--- src/rtl/fetch_queue_unit_if.sv ---
// Fetch stage bundle: redirect inputs, imem request/response and the
// decode-side valid/ready handshake, with one modport per side.
interface fetch_queue_unit_if #(
  parameter int XLEN  = 32,
  parameter int DEPTH = 4
);
  localparam int PW = $clog2(DEPTH) + 1;

  logic [1:0]      pc_src;
  logic [XLEN-1:0] target_pc;
  logic [XLEN-1:0] jalr_pc;

  logic            imem_req_valid;
  logic            imem_req_ready;
  logic [XLEN-1:0] imem_req_addr;
  logic            imem_rsp_valid;
  logic [31:0]     imem_rsp_data;

  logic            dec_valid;
  logic            dec_ready;
  logic [31:0]     dec_instr;
  logic [XLEN-1:0] dec_pc;
  logic [XLEN-1:0] dec_pc_plus4;
  logic [PW-1:0]   count;

  modport master (
    input  pc_src,
    input  target_pc,
    input  jalr_pc,
    output imem_req_valid,
    input  imem_req_ready,
    output imem_req_addr,
    input  imem_rsp_valid,
    input  imem_rsp_data,
    output dec_valid,
    input  dec_ready,
    output dec_instr,
    output dec_pc,
    output dec_pc_plus4,
    output count
  );

  modport slave (
    output pc_src,
    output target_pc,
    output jalr_pc,
    input  imem_req_valid,
    output imem_req_ready,
    input  imem_req_addr,
    output imem_rsp_valid,
    output imem_rsp_data,
    input  dec_valid,
    output dec_ready,
    input  dec_instr,
    input  dec_pc,
    input  dec_pc_plus4,
    input  count
  );
endinterface

--- src/rtl/fetch_queue_unit.sv ---
// Instruction fetch stage: owns the PC, issues in-order imem requests and
// buffers {pc, instr} in a ring feeding decode; redirects drop stale data.
module fetch_queue_unit #(
  parameter int              XLEN     = 32,
  parameter int              DEPTH    = 4,
  parameter logic [XLEN-1:0] RESET_PC = '0
) (
  input logic                clk,
  input logic                rst,
  fetch_queue_unit_if.master fq
);
  localparam int IW  = $clog2(DEPTH);
  localparam int PW  = IW + 1;
  localparam int PW1 = PW + 1;
  localparam logic [PW:0] DEP = PW1'(DEPTH);

  logic [XLEN-1:0] r_fetch_pc;
  logic [PW-1:0]   r_alloc;
  logic [PW-1:0]   r_fill;
  logic [PW-1:0]   r_rd;
  logic [PW-1:0]   r_drop;
  logic [XLEN-1:0] r_pc    [DEPTH];
  logic [31:0]     r_instr [DEPTH];

  logic [PW-1:0]   w_count;
  logic [PW-1:0]   w_outst;
  logic [PW:0]     w_used;
  logic            w_credit;
  logic            w_redir;
  logic [XLEN-1:0] w_jalr_tgt;
  logic            w_req_fire;
  logic            w_rsp_drop;
  logic            w_rsp_fill;
  logic            w_deq;
  logic [PW:0]     w_drop_sum;
  logic [PW-1:0]   w_drop_redir;
  logic [IW-1:0]   w_rd_idx;

  assign w_redir = (fq.pc_src == 2'b01)
                 || (fq.pc_src == 2'b10);
  assign w_count = r_alloc - r_rd;
  assign w_outst = r_alloc - r_fill;
  assign w_used  = {1'b0, w_count}
                 + {1'b0, r_drop};
  assign w_credit = w_used < DEP;
  assign w_jalr_tgt = fq.jalr_pc & ~XLEN'(1);

  assign fq.imem_req_valid = rst & w_credit
                           & ~w_redir;
  assign fq.imem_req_addr  = r_fetch_pc;
  assign w_req_fire = fq.imem_req_valid
                    & fq.imem_req_ready;

  // stale responses are burned off drop_cnt before any fill
  assign w_rsp_drop = rst & ~w_redir
                    & fq.imem_rsp_valid
                    & (r_drop != '0);
  assign w_rsp_fill = rst & ~w_redir
                    & fq.imem_rsp_valid
                    & (r_drop == '0)
                    & (w_outst != '0);

  assign w_rd_idx = r_rd[IW-1:0];
  assign fq.dec_valid = rst & ~w_redir
                      & (r_rd != r_fill);
  assign fq.dec_instr = r_instr[w_rd_idx];
  assign fq.dec_pc    = r_pc[w_rd_idx];
  assign fq.dec_pc_plus4 = r_pc[w_rd_idx]
                         + XLEN'(4);
  assign fq.count = w_count;
  assign w_deq = fq.dec_valid & fq.dec_ready;

  // a response landing in the redirect cycle is one fewer to drop
  assign w_drop_sum = {1'b0, r_drop}
                    + {1'b0, w_outst};
  always_comb begin
    w_drop_redir = PW'(w_drop_sum);
    if (fq.imem_rsp_valid && w_drop_sum != '0)
      w_drop_redir = PW'(w_drop_sum - PW1'(1));
  end

  always_ff @(posedge clk) begin
    if (!rst) begin
      r_fetch_pc <= RESET_PC;
      r_alloc    <= '0;
      r_fill     <= '0;
      r_rd       <= '0;
      r_drop     <= '0;
    end else if (w_redir) begin
      r_fetch_pc <= (fq.pc_src == 2'b01)
                  ? fq.target_pc : w_jalr_tgt;
      r_alloc    <= '0;
      r_fill     <= '0;
      r_rd       <= '0;
      r_drop     <= w_drop_redir;
    end else begin
      if (w_req_fire) begin
        r_alloc    <= r_alloc + PW'(1);
        r_fetch_pc <= r_fetch_pc + XLEN'(4);
      end
      if (w_rsp_drop)
        r_drop <= r_drop - PW'(1);
      if (w_rsp_fill)
        r_fill <= r_fill + PW'(1);
      if (w_deq)
        r_rd <= r_rd + PW'(1);
    end
  end

  always_ff @(posedge clk) begin
    if (w_req_fire)
      r_pc[r_alloc[IW-1:0]] <= r_fetch_pc;
    if (w_rsp_fill)
      r_instr[r_fill[IW-1:0]] <= fq.imem_rsp_data;
  end
endmodule

--- src/flat_wrapper.sv ---
// flat-port wrapper written by rule: the top's interface ports become plain ports
module fetch_queue_unit_flat 
#(
  parameter int              XLEN     = 32,
  parameter int              DEPTH    = 4,
  parameter logic [XLEN-1:0] RESET_PC = '0
)
  (clk, rst, fq_pc_src, fq_target_pc, fq_jalr_pc, fq_imem_req_valid, fq_imem_req_ready, fq_imem_req_addr, fq_imem_rsp_valid, fq_imem_rsp_data, fq_dec_valid, fq_dec_ready, fq_dec_instr, fq_dec_pc, fq_dec_pc_plus4, fq_count);
  fetch_queue_unit_if #(.XLEN(XLEN), .DEPTH(DEPTH)) fq_i ();
  input logic clk;
  input logic rst;
  input wire logic [$bits(fq_i.pc_src)-1:0] fq_pc_src;
  input wire logic [$bits(fq_i.target_pc)-1:0] fq_target_pc;
  input wire logic [$bits(fq_i.jalr_pc)-1:0] fq_jalr_pc;
  output wire logic [$bits(fq_i.imem_req_valid)-1:0] fq_imem_req_valid;
  input wire logic [$bits(fq_i.imem_req_ready)-1:0] fq_imem_req_ready;
  output wire logic [$bits(fq_i.imem_req_addr)-1:0] fq_imem_req_addr;
  input wire logic [$bits(fq_i.imem_rsp_valid)-1:0] fq_imem_rsp_valid;
  input wire logic [$bits(fq_i.imem_rsp_data)-1:0] fq_imem_rsp_data;
  output wire logic [$bits(fq_i.dec_valid)-1:0] fq_dec_valid;
  input wire logic [$bits(fq_i.dec_ready)-1:0] fq_dec_ready;
  output wire logic [$bits(fq_i.dec_instr)-1:0] fq_dec_instr;
  output wire logic [$bits(fq_i.dec_pc)-1:0] fq_dec_pc;
  output wire logic [$bits(fq_i.dec_pc_plus4)-1:0] fq_dec_pc_plus4;
  output wire logic [$bits(fq_i.count)-1:0] fq_count;
  assign fq_i.pc_src = fq_pc_src;
  assign fq_i.target_pc = fq_target_pc;
  assign fq_i.jalr_pc = fq_jalr_pc;
  assign fq_imem_req_valid = fq_i.imem_req_valid;
  assign fq_i.imem_req_ready = fq_imem_req_ready;
  assign fq_imem_req_addr = fq_i.imem_req_addr;
  assign fq_i.imem_rsp_valid = fq_imem_rsp_valid;
  assign fq_i.imem_rsp_data = fq_imem_rsp_data;
  assign fq_dec_valid = fq_i.dec_valid;
  assign fq_i.dec_ready = fq_dec_ready;
  assign fq_dec_instr = fq_i.dec_instr;
  assign fq_dec_pc = fq_i.dec_pc;
  assign fq_dec_pc_plus4 = fq_i.dec_pc_plus4;
  assign fq_count = fq_i.count;
  fetch_queue_unit #(.XLEN(XLEN), .DEPTH(DEPTH), .RESET_PC(RESET_PC)) u_core (.clk(clk), .rst(rst), .fq(fq_i));
endmodule
--- config.mk ---
export PLATFORM = sky130hd
export DESIGN_NAME = fetch_queue_unit_flat
export DESIGN_NICKNAME = d
export VERILOG_FILES = /design/src/rtl/fetch_queue_unit_if.sv /design/src/rtl/fetch_queue_unit.sv /design/src/flat_wrapper.sv
export SDC_FILE = /design/constraint.sdc
export NUM_CORES = 1
export LEC_CHECK = 0
export CAP_MARGIN = 20
export CORE_MARGIN = 2
export CORE_UTILIZATION = 48
export CTS_CLUSTER_SIZE = 16
export DETAILED_ROUTE_END_ITERATION = 7
export GPL_ROUTABILITY_DRIVEN = 0
export GPL_TIMING_DRIVEN = 0
export PLACE_DENSITY = 0.76
export SLEW_MARGIN = 20
export SYNTH_ARGS = -nofsm -noshare
export SYNTH_HDL_FRONTEND = slang
export SYNTH_SLANG_ARGS = --single-unit
--- constraint.sdc ---
create_clock -name clk -period 3.7 [get_ports clk]
set_clock_uncertainty 0.05 [all_clocks]
set_input_delay 0.37 -clock clk [delete_from_list [all_inputs] [get_ports clk]]
set_output_delay 0.37 -clock clk [all_outputs]
set_load 0.01 [all_outputs]
==> metrics.txt, run 1 <==
FMAX=280 MHz; critical path type=register to primary output; all-layer global routing usage=20.8%; Post-Syn Area=13100 um^2; RSZ-0062 raised after global routing=yes; crit end category=primary output; Final Hold Violating Endpoints=0; post-detailed-routing wire length=30000 um; CP Max Fanout=10; FF/Latch Area=8610 um^2; Seq cells post-synth=302; Worst Path Required=3.28 ns; Max VDD drop=361 uV; # diodes=0; Slew HR=41.1%; Antenna Violating Nets Remaining=0; most frequent cell after synthesis=edfxtp_1; Clock Path Buffers=3; largest family of logic cells by synthesized area=multiplexers; Post-synth EDFFs=256; Hold Path Class=input pin to register; r2r setup slk=0.21 ns; Die ar.=28700 um^2; htree depth=1; post-synth top area cell=edfxtp_1; number of global-route vias before repair=7969; wire per inst=20.6 um; initial antenna violation count=0; adder-cell share of the synthesized area=2.65%; Fillers=1987; area share of the largest cell type after synthesis=58.5%; Core ar.=27000 um^2; crit path time final=3.58 ns; nets=1220; Clock Latency Late Sink=0.54 ns; synth top area cells=edfxtp_1, mux4_2, dfxtp_1; Hold-fix buffers, CTS=0; Synth Area in Simple Gates=7.79%; synth cell count leaders=edfxtp_1, mux4_2, dfxtp_1; TritonCTS clock tree=done; outcome=complete, no violations; Mean Syn Cell Area=16.3 um^2; asr flop ratio synth=0%; die width=169 um; first-pass GRT wire length=46000 um; clk slew on worst S/H paths=0.06 ns; Vias=8075; CTS Root Cell=clkbuf_16; Compound-Gate Fraction of Synth Area=4.02%; leakage power=5.68 nW; remaining global-route overflow=0; Yosys warnings=0; multi-input logic area=4260 um^2; Synth cell types=52; drt first-iter violations=591; Placed Area=16000 um^2; Seq/Total Area, Yosys=65.5%; ys flop type=edfxtp_1; Final Slew Violations=0; layout cells sized above 1=17.7%; DR vias/cell=5.55; synthesized net count=937; Post-Syn Instances=808; mux cell area share after synthesis=12.9%; final-report setup violation count=0; Buffers on Ports=233; cts bufs inserted=30; Final Instance Area=17100 um^2; slew at the pin closest to its max-slew limit=0.884 ns; clk sink count=302; largest net degree at the start of global routing=33; Synth Area in XOR/XNOR=4.38%; synth-to-layout area growth=30.5%; CP Data Arrival Time=3.16 ns; I/O pin count=236; Period Utilization, post-route=96.7%; crit start category=register; initial core utilization=48.8%; Rows=60; fin util=63.6%; DIE HEIGHT=169 um; dpl hpwl=21100 um; TritonRoute pass-1 iters=5; pwr dens=435 nW/um^2; detailed-route DRC error count=0; MaxCap Viol Count=0
-- metrics by stage --
stage	TNS, ns	power (mW)	std cells	worst slack, ns	hold slack, ns
floorplan	0	4.20	808	0.229	0.419
global placement	-84.78	4.57	1382	-0.532	0.510
detailed placement	-33.93	4.59	1387	-0.366	0.515
CTS	-0.256	7.51	1450	-0.152	0.189
global route	-0.0699	7.71	1456	-0.0366	0.252
finish	0	7.46	1456	0.122	0.236
-- final timing paths --
path / startpoint / endpoint / cells past startpoint
setup / recovery: register / fq_dec_pc_plus4[16] / 10
hold / removal: fq_imem_req_ready / u_core.r_alloc[1] / 3
setup reg to reg: u_core.r_alloc[0] / u_core.r_pc[0][0] / 11
hold reg to reg: u_core.fq.imem_req_addr[12] / u_core.r_pc[3][12] / 0
-- state kept, by name (all words and copies together) (netlist names), named ones only --
signal,count
u_core.r_instr,128
u_core.r_pc,128
u_core.fq.imem_req_addr,32
u_core.r_alloc,3
u_core.r_drop,3
u_core.r_fill,3
u_core.r_rd,3
-- cell families after synthesis --
kind of cell    count (synthesis)
buf+inv                        76
mux                            84
simple gates                  171
flops                         302
compound gates                 85
fa+ha+maj                      26
xor+xnor                       64
-- area by class of cell --
type | instances | share of cell area, %
buffer | 43 | 1.61
clock buffer | 38 | 4.68
clock inverter | 18 | 0.948
inverter | 33 | 0.722
multi-input combinational | 430 | 24.9
sequential | 302 | 50.2
tap | 341 | 2.49
timing repair buffer | 251 | 14.5
-- cell usage in the layout (no fill, tap or decap), drive strengths merged, types with 3 or more instances in the layout --
| cell | instances |
|---|---|
| a211oi | 23 |
| a21oi | 19 |
| a311oi | 3 |
| a31oi | 8 |
| and2 | 6 |
| and3 | 10 |
| and4 | 7 |
| buf | 34 |
| bufinv | 3 |
| clkbuf | 71 |
| clkdlybuf4s50 | 211 |
| clkinv | 14 |
| dfxtp | 46 |
| dlygate4sd2 | 13 |
| edfxtp | 256 |
| fa | 3 |
| ha | 23 |
| inv | 33 |
| mux2 | 18 |
| mux4 | 64 |
| nand2 | 27 |
| nand3 | 25 |
| nand4 | 11 |
| nor2 | 20 |
| nor2b | 14 |
| nor3 | 16 |
| nor4 | 16 |
| o211ai | 3 |
| o21ai | 24 |
| or3 | 9 |
| or4 | 3 |
| xnor2 | 38 |
| xor2 | 25 |
-- power by group --
part	total (mW)	leakage, nW	switching [mW]	internal, mW
clock	2.94	0.471	1.20	1.74
sequential	3.89	2.71	0.119	3.77
combinational	0.631	2.50	0.293	0.338
total	7.46	5.68	1.61	5.85
-- routing by layer --
layer,share of wire [%],up-vias,global-route usage [%]
met4,1.6,0,3.94
met5,0,-,0
met1,44,4007,30.7
met2,48,300,33.6
met3,6.7,33,3.10
li1,-,3735,-
-- critical path, stage by stage, from the launching register on --
cell and delay (ns):
dfxtp_1 0.32, buf_6 0.14, buf_12 0.15, buf_8 0.15, mux4_2 0.43, ha_4 0.16
inv_1 0.08, nor4_2 0.38, nand2_1 0.12, xnor2_1 0.14, clkdlybuf4s50_1 0.55
-- timing repair --
action | 4_1_cts | 5_1_grt
setup buffers | 6 | 6
gates resized for setup | 47 | 33
pin swaps | 3 | 2
gates cloned | 1 | 0
endpoints found under the setup margin | 150 | 37
Note: power is estimated with default switching activity, not from simulation.
==> inputs of run 2 (changes only) <==
--- a/config.mk
+++ b/config.mk
@@ -13,7 +13,7 @@
 export GPL_ROUTABILITY_DRIVEN = 0
 export GPL_TIMING_DRIVEN = 0
 export PLACE_DENSITY = 0.76
-export SLEW_MARGIN = 20
+export SLEW_MARGIN = 25
 export SYNTH_ARGS = -nofsm -noshare
 export SYNTH_HDL_FRONTEND = slang
 export SYNTH_SLANG_ARGS = --single-unit
==> metrics.txt, run 2 (synthesized netlist as in run 1, its figures left out) <==
outcome=complete, no violations; final instance count without filler cells=1450; CP max-delay cell=mux4_2; grt met2 use=33.8%; Hold Path Stages=3; pwr dens=453 nW/um^2; remaining global-route overflow=0; # diodes=0; Max VDD drop=305 uV; leakage power=5.73 nW; Slew HR=43.8%; reg2reg path depth=11; r2r setup slk=0.22 ns; crit end category=primary output; Clock Latency Late Sink=0.56 ns; drt first-iter violations=663; initial antenna violation count=0; die width=169 um; Fillers=1959; CP Data Arrival Time=3.15 ns; Core ar.=27000 um^2; most common cell after layout, fill and taps aside=edfxtp_1; CP Max Fanout=10; TritonCTS clock tree=done; worst hold slack=0.233 ns; Placed Cells=1387; nets=1215; Buffers on Ports=233; critical path type=register to primary output; post-detailed-routing wire length=30100 um; Die ar.=28700 um^2; final-report setup violation count=0; clk slew on worst S/H paths=0.06 ns; wire per inst=20.8 um; TritonRoute pass-1 iters=7; Pwr Total=7.83 mW; crit path time final=3.57 ns; cts bufs inserted=30; DR vias/cell=5.55; largest net degree at the start of global routing=33; GRT met3 Usage=3.15%; CP delay by family, top=buffers and inverters; Antenna Violating Nets Remaining=0; crit start category=register; Hold EP=u_core.r_alloc[1]; CTS Root Cell=clkbuf_16; detailed-route DRC error count=0; Clock Path Buffers=3; clk sink count=302; fin util=64.1%; commonest non-fill, non-tap cells in the layout=edfxtp_1, clkdlybuf4s50_1, mux4_2, dfxtp_1, xnor2_1; DIE HEIGHT=169 um; layout cells sized above 1=17.6%; all-layer global routing usage=21.0%; dpl hpwl=21100 um; first-pass GRT wire length=46200 um; Period Utilization, post-route=96.4%; initial core utilization=48.8%; Worst Path Required=3.28 ns; Hold Path Origin=fq_imem_req_ready; Final Slew Violations=0; Final Hold Violating Endpoints=0; Rows=60; busiest grt layer=met2; I/O pin count=236; CP Depth=11; htree depth=1; crit-path cells=buf_6, buf_12, buf_12, mux4_2, buf_4, nand2_1, or3_4, buf_6, nor3_2, xor2_1, dlygate4sd2_1; FMAX=280 MHz; M1 GR Usage=30.8%; slew at the pin closest to its max-slew limit=0.843 ns; worst r2r src=u_core.r_alloc[0]; RSZ-0062 raised after global routing=no; Vias=8041; synth-to-layout area growth=31.4%; Worst Path Buf+Inv=6; reg2reg end=u_core.r_pc[0][0]; number of global-route vias before repair=7981; Hold Path Class=input pin to register; peak per-stage delay on the critical path=0.44 ns; MaxCap Viol Count=0; TNS Setup=0 ns
-- run 2: layout make-up --
| class | count | area, um^2 | share of cell area, % |
|---|---|---|---|
| multi-input combinational | 430 | 4270 | 24.7 |
| clock buffer | 44 | 896 | 5.19 |
| inverter | 33 | 124 | 0.717 |
| clock inverter | 11 | 208 | 1.20 |
| timing repair buffer | 246 | 2450 | 14.2 |
| sequential | 302 | 8610 | 49.8 |
| buffer | 43 | 287 | 1.66 |
| tap | 341 | 427 | 2.47 |
-- run 2: worst max path at each step --
| stage | end | slack [ns] |
|---|---|---|
| final | fq_dec_pc_plus4[23] | 0.13 |
| after global routing | fq_dec_pc_plus4[28] | 0.00002 |
| after CTS | fq_dec_pc_plus4[16] | -0.09 |
| after detailed placement | u_core.r_pc[0][30] | -0.41 |
| after global placement | u_core.r_pc[3][31] | -0.53 |
| after floorplan | u_core.r_pc[3][0] | 0.23 |
-- run 2: layer usage --
metal,up-vias,share of wire (%)
met2,282,47
met1,3999,44
met5,-,0
met4,0,1.8
li1,3720,-
met3,40,6.6
-- run 2: worst register-to-register path, stage by stage (launching register included) --
cell and delay [ns]:
dfxtp_1 0.34, inv_2 0.13, ha_1 0.16, inv_1 0.05, fa_1 0.39, xor2_2 0.18
xnor2_2 0.19, ha_1 0.26, nor3_2 0.18, and3b_2 0.23, clkbuf_8 0.18, and3_2 0.75
-- run 2: through the flow --
step | setup slack, ns | instance area, um^2
final | 0.132 | 17300
after global routing | 0.0000164 | 17300
after CTS | -0.0923 | 17200
after detailed placement | -0.409 | 16000
after global placement | -0.532 | 15900
after floorplan | 0.229 | 13100
-- run 2: power by group --
part / switching (mW) / internal, mW / total, mW / leakage (nW)
clock network: 1.23 / 2.09 / 3.31 / 0.532
registers: 0.118 / 3.77 / 3.89 / 2.71
logic: 0.292 / 0.337 / 0.629 / 2.49
-- run 2: repair_timing --
item,CTS,global route
hold endpoints to repair,0,0
endpoints found under the setup margin,151,42
resized for setup,54,30
gates cloned,1,0
hold buffers,0,0
setup buffers,6,1
pin swaps,4,6
==> inputs of run 3 (changes only) <==
--- a/config.mk
+++ b/config.mk
@@ -13,6 +13,7 @@
 export GPL_ROUTABILITY_DRIVEN = 0
 export GPL_TIMING_DRIVEN = 0
 export PLACE_DENSITY = 0.76
+export SKIP_LAST_GASP = 1
 export SLEW_MARGIN = 25
 export SYNTH_ARGS = -nofsm -noshare
 export SYNTH_HDL_FRONTEND = slang
==> metrics.txt, run 3 (synthesized netlist as in run 1, its figures left out) <==
all-layer global routing usage=21.0%; drt first-iter violations=645; peak per-stage delay on the critical path=0.44 ns; Die ar.=28700 um^2; post-detailed-routing wire length=30200 um; Core ar.=27000 um^2; multi-input logic area=4250 um^2; FMAX=275 MHz; htree depth=1; Period Utilization, post-route=98.3%; GRT met3 Usage=3.15%; Final Slew Violations=0; Worst Path Required=3.28 ns; wire per inst=20.8 um; CP max-delay cell=mux4_2; MaxCap Viol Count=0; Most common cell on crit path=buf_12; Worst Path Buf+Inv=6; Fillers=1956; TNS Setup=0 ns; FF/Latch Area=8610 um^2; initial core utilization=48.8%; Buffers on Ports=233; Final Hold Violating Endpoints=0; dpl hpwl=21100 um; CTS Root Cell=clkbuf_16; Clock Path Buffers=3; Antenna Violating Nets Remaining=0; die width=169 um; clk slew on worst S/H paths=0.06 ns; Hold Path Class=input pin to register; critical path type=register to primary output; grt met2 use=33.8%; synth-to-layout area growth=31.4%; Clock Latency Late Sink=0.56 ns; slew at the pin closest to its max-slew limit=0.844 ns; crit path time final=3.64 ns; number of global-route vias before repair=7995; DR vias/cell=5.55; CP Data Arrival Time=3.22 ns; Pwr Total=7.83 mW; crit start category=register; # diodes=0; TritonRoute pass-1 iters=5; initial antenna violation count=0; first-pass GRT wire length=46200 um; pwr dens=454 nW/um^2; nets=1216; I/O pin count=236; M1 GR Usage=30.7%; remaining global-route overflow=0; TritonCTS clock tree=done; crit end category=primary output; Rows=60; detailed-route DRC error count=0; crit-path cells=buf_6, buf_12, buf_12, mux4_2, ha_4, inv_2, or3_4, buf_8, nor4_2, xnor2_1, clkbuf_2; final-report setup violation count=0; RSZ-0062 raised after global routing=yes; cts bufs inserted=30; leakage power=5.71 nW; CP Max Fanout=10; Vias=8049; Max VDD drop=305 uV; Slew HR=43.8%; Hold-fix buffers, CTS=0; largest net degree at the start of global routing=33; busiest grt layer=met2; most common cell after layout, fill and taps aside=edfxtp_1; commonest non-fill, non-tap cells in the layout=edfxtp_1, clkdlybuf4s50_1, mux4_2, dfxtp_1, xnor2_1; outcome=complete, no violations; DIE HEIGHT=169 um; CP delay by family, top=buffers and inverters; clk sink count=302; layout cells sized above 1=17.3%
## run 3: per-stage QoR
stage / hold WS [ns] / cells / area [um^2] / util [%] / setup WS (ns)
2_1_floorplan: 0.419 / 808 / 13100 / - / 0.229
3_3_place_gp: 0.510 / 1382 / 15900 / 59.0 / -0.532
3_5_place_dp: 0.515 / 1387 / 16000 / 59.4 / -0.409
4_1_cts: 0.203 / 1449 / 17200 / 63.8 / -0.229
5_1_grt: 0.264 / 1451 / 17300 / 64.1 / -0.0736
6_report: 0.233 / 1451 / 17300 / 64.1 / 0.0636
## run 3: metal layers
layer	vias up	share of wire, %
met5	-	0
met3	40	6.2
met2	282	48
met4	0	1.7
met1	4005	45
li1	3722	-
## run 3: layout make-up
| cell class | count | share of cell area, % |
|---|---|---|
| Multi-Input combinational cell | 430 | 24.6 |
| Tap cell | 341 | 2.47 |
| Timing Repair Buffer | 247 | 14.3 |
| Clock buffer | 44 | 5.19 |
| Sequential cell | 302 | 49.8 |
| Buffer | 43 | 1.62 |
| Inverter | 33 | 0.717 |
| Clock inverter | 11 | 1.20 |
## run 3: final timing paths
| check | start | to | slack [ns] | cells past startpoint |
|---|---|---|---|---|
| worst max-delay path | register | fq_dec_pc_plus4[20] | 0.06 | 11 |
| worst min-delay path | fq_imem_req_ready | u_core.r_alloc[1] | 0.23 | 3 |
| worst max register to register | u_core.r_alloc[0] | u_core.r_pc[0][0] | 0.21 | 11 |
| worst min register to register | u_core.fq.imem_req_addr[23] | u_core.r_pc[1][23] | 0.53 | 0 |
## run 3: worst min-delay path: stages
cell	delay, ns
clkbuf_1	0.20
nand3_1	0.14
a21oi_1	0.05
## run 3: report_power, final
part           switching (mW)  internal [mW]  total [mW]
clock network            1.23           2.09        3.31
registers               0.118           3.77        3.89
logic                   0.292          0.338       0.630
total                    1.64           6.20        7.83
## run 3: timing repair
action	4_1_cts	5_1_grt
buffers inserted	6	2
cloned	1	0
gates resized for setup	45	27
pin swaps	3	4
endpoints found under the setup margin	151	42
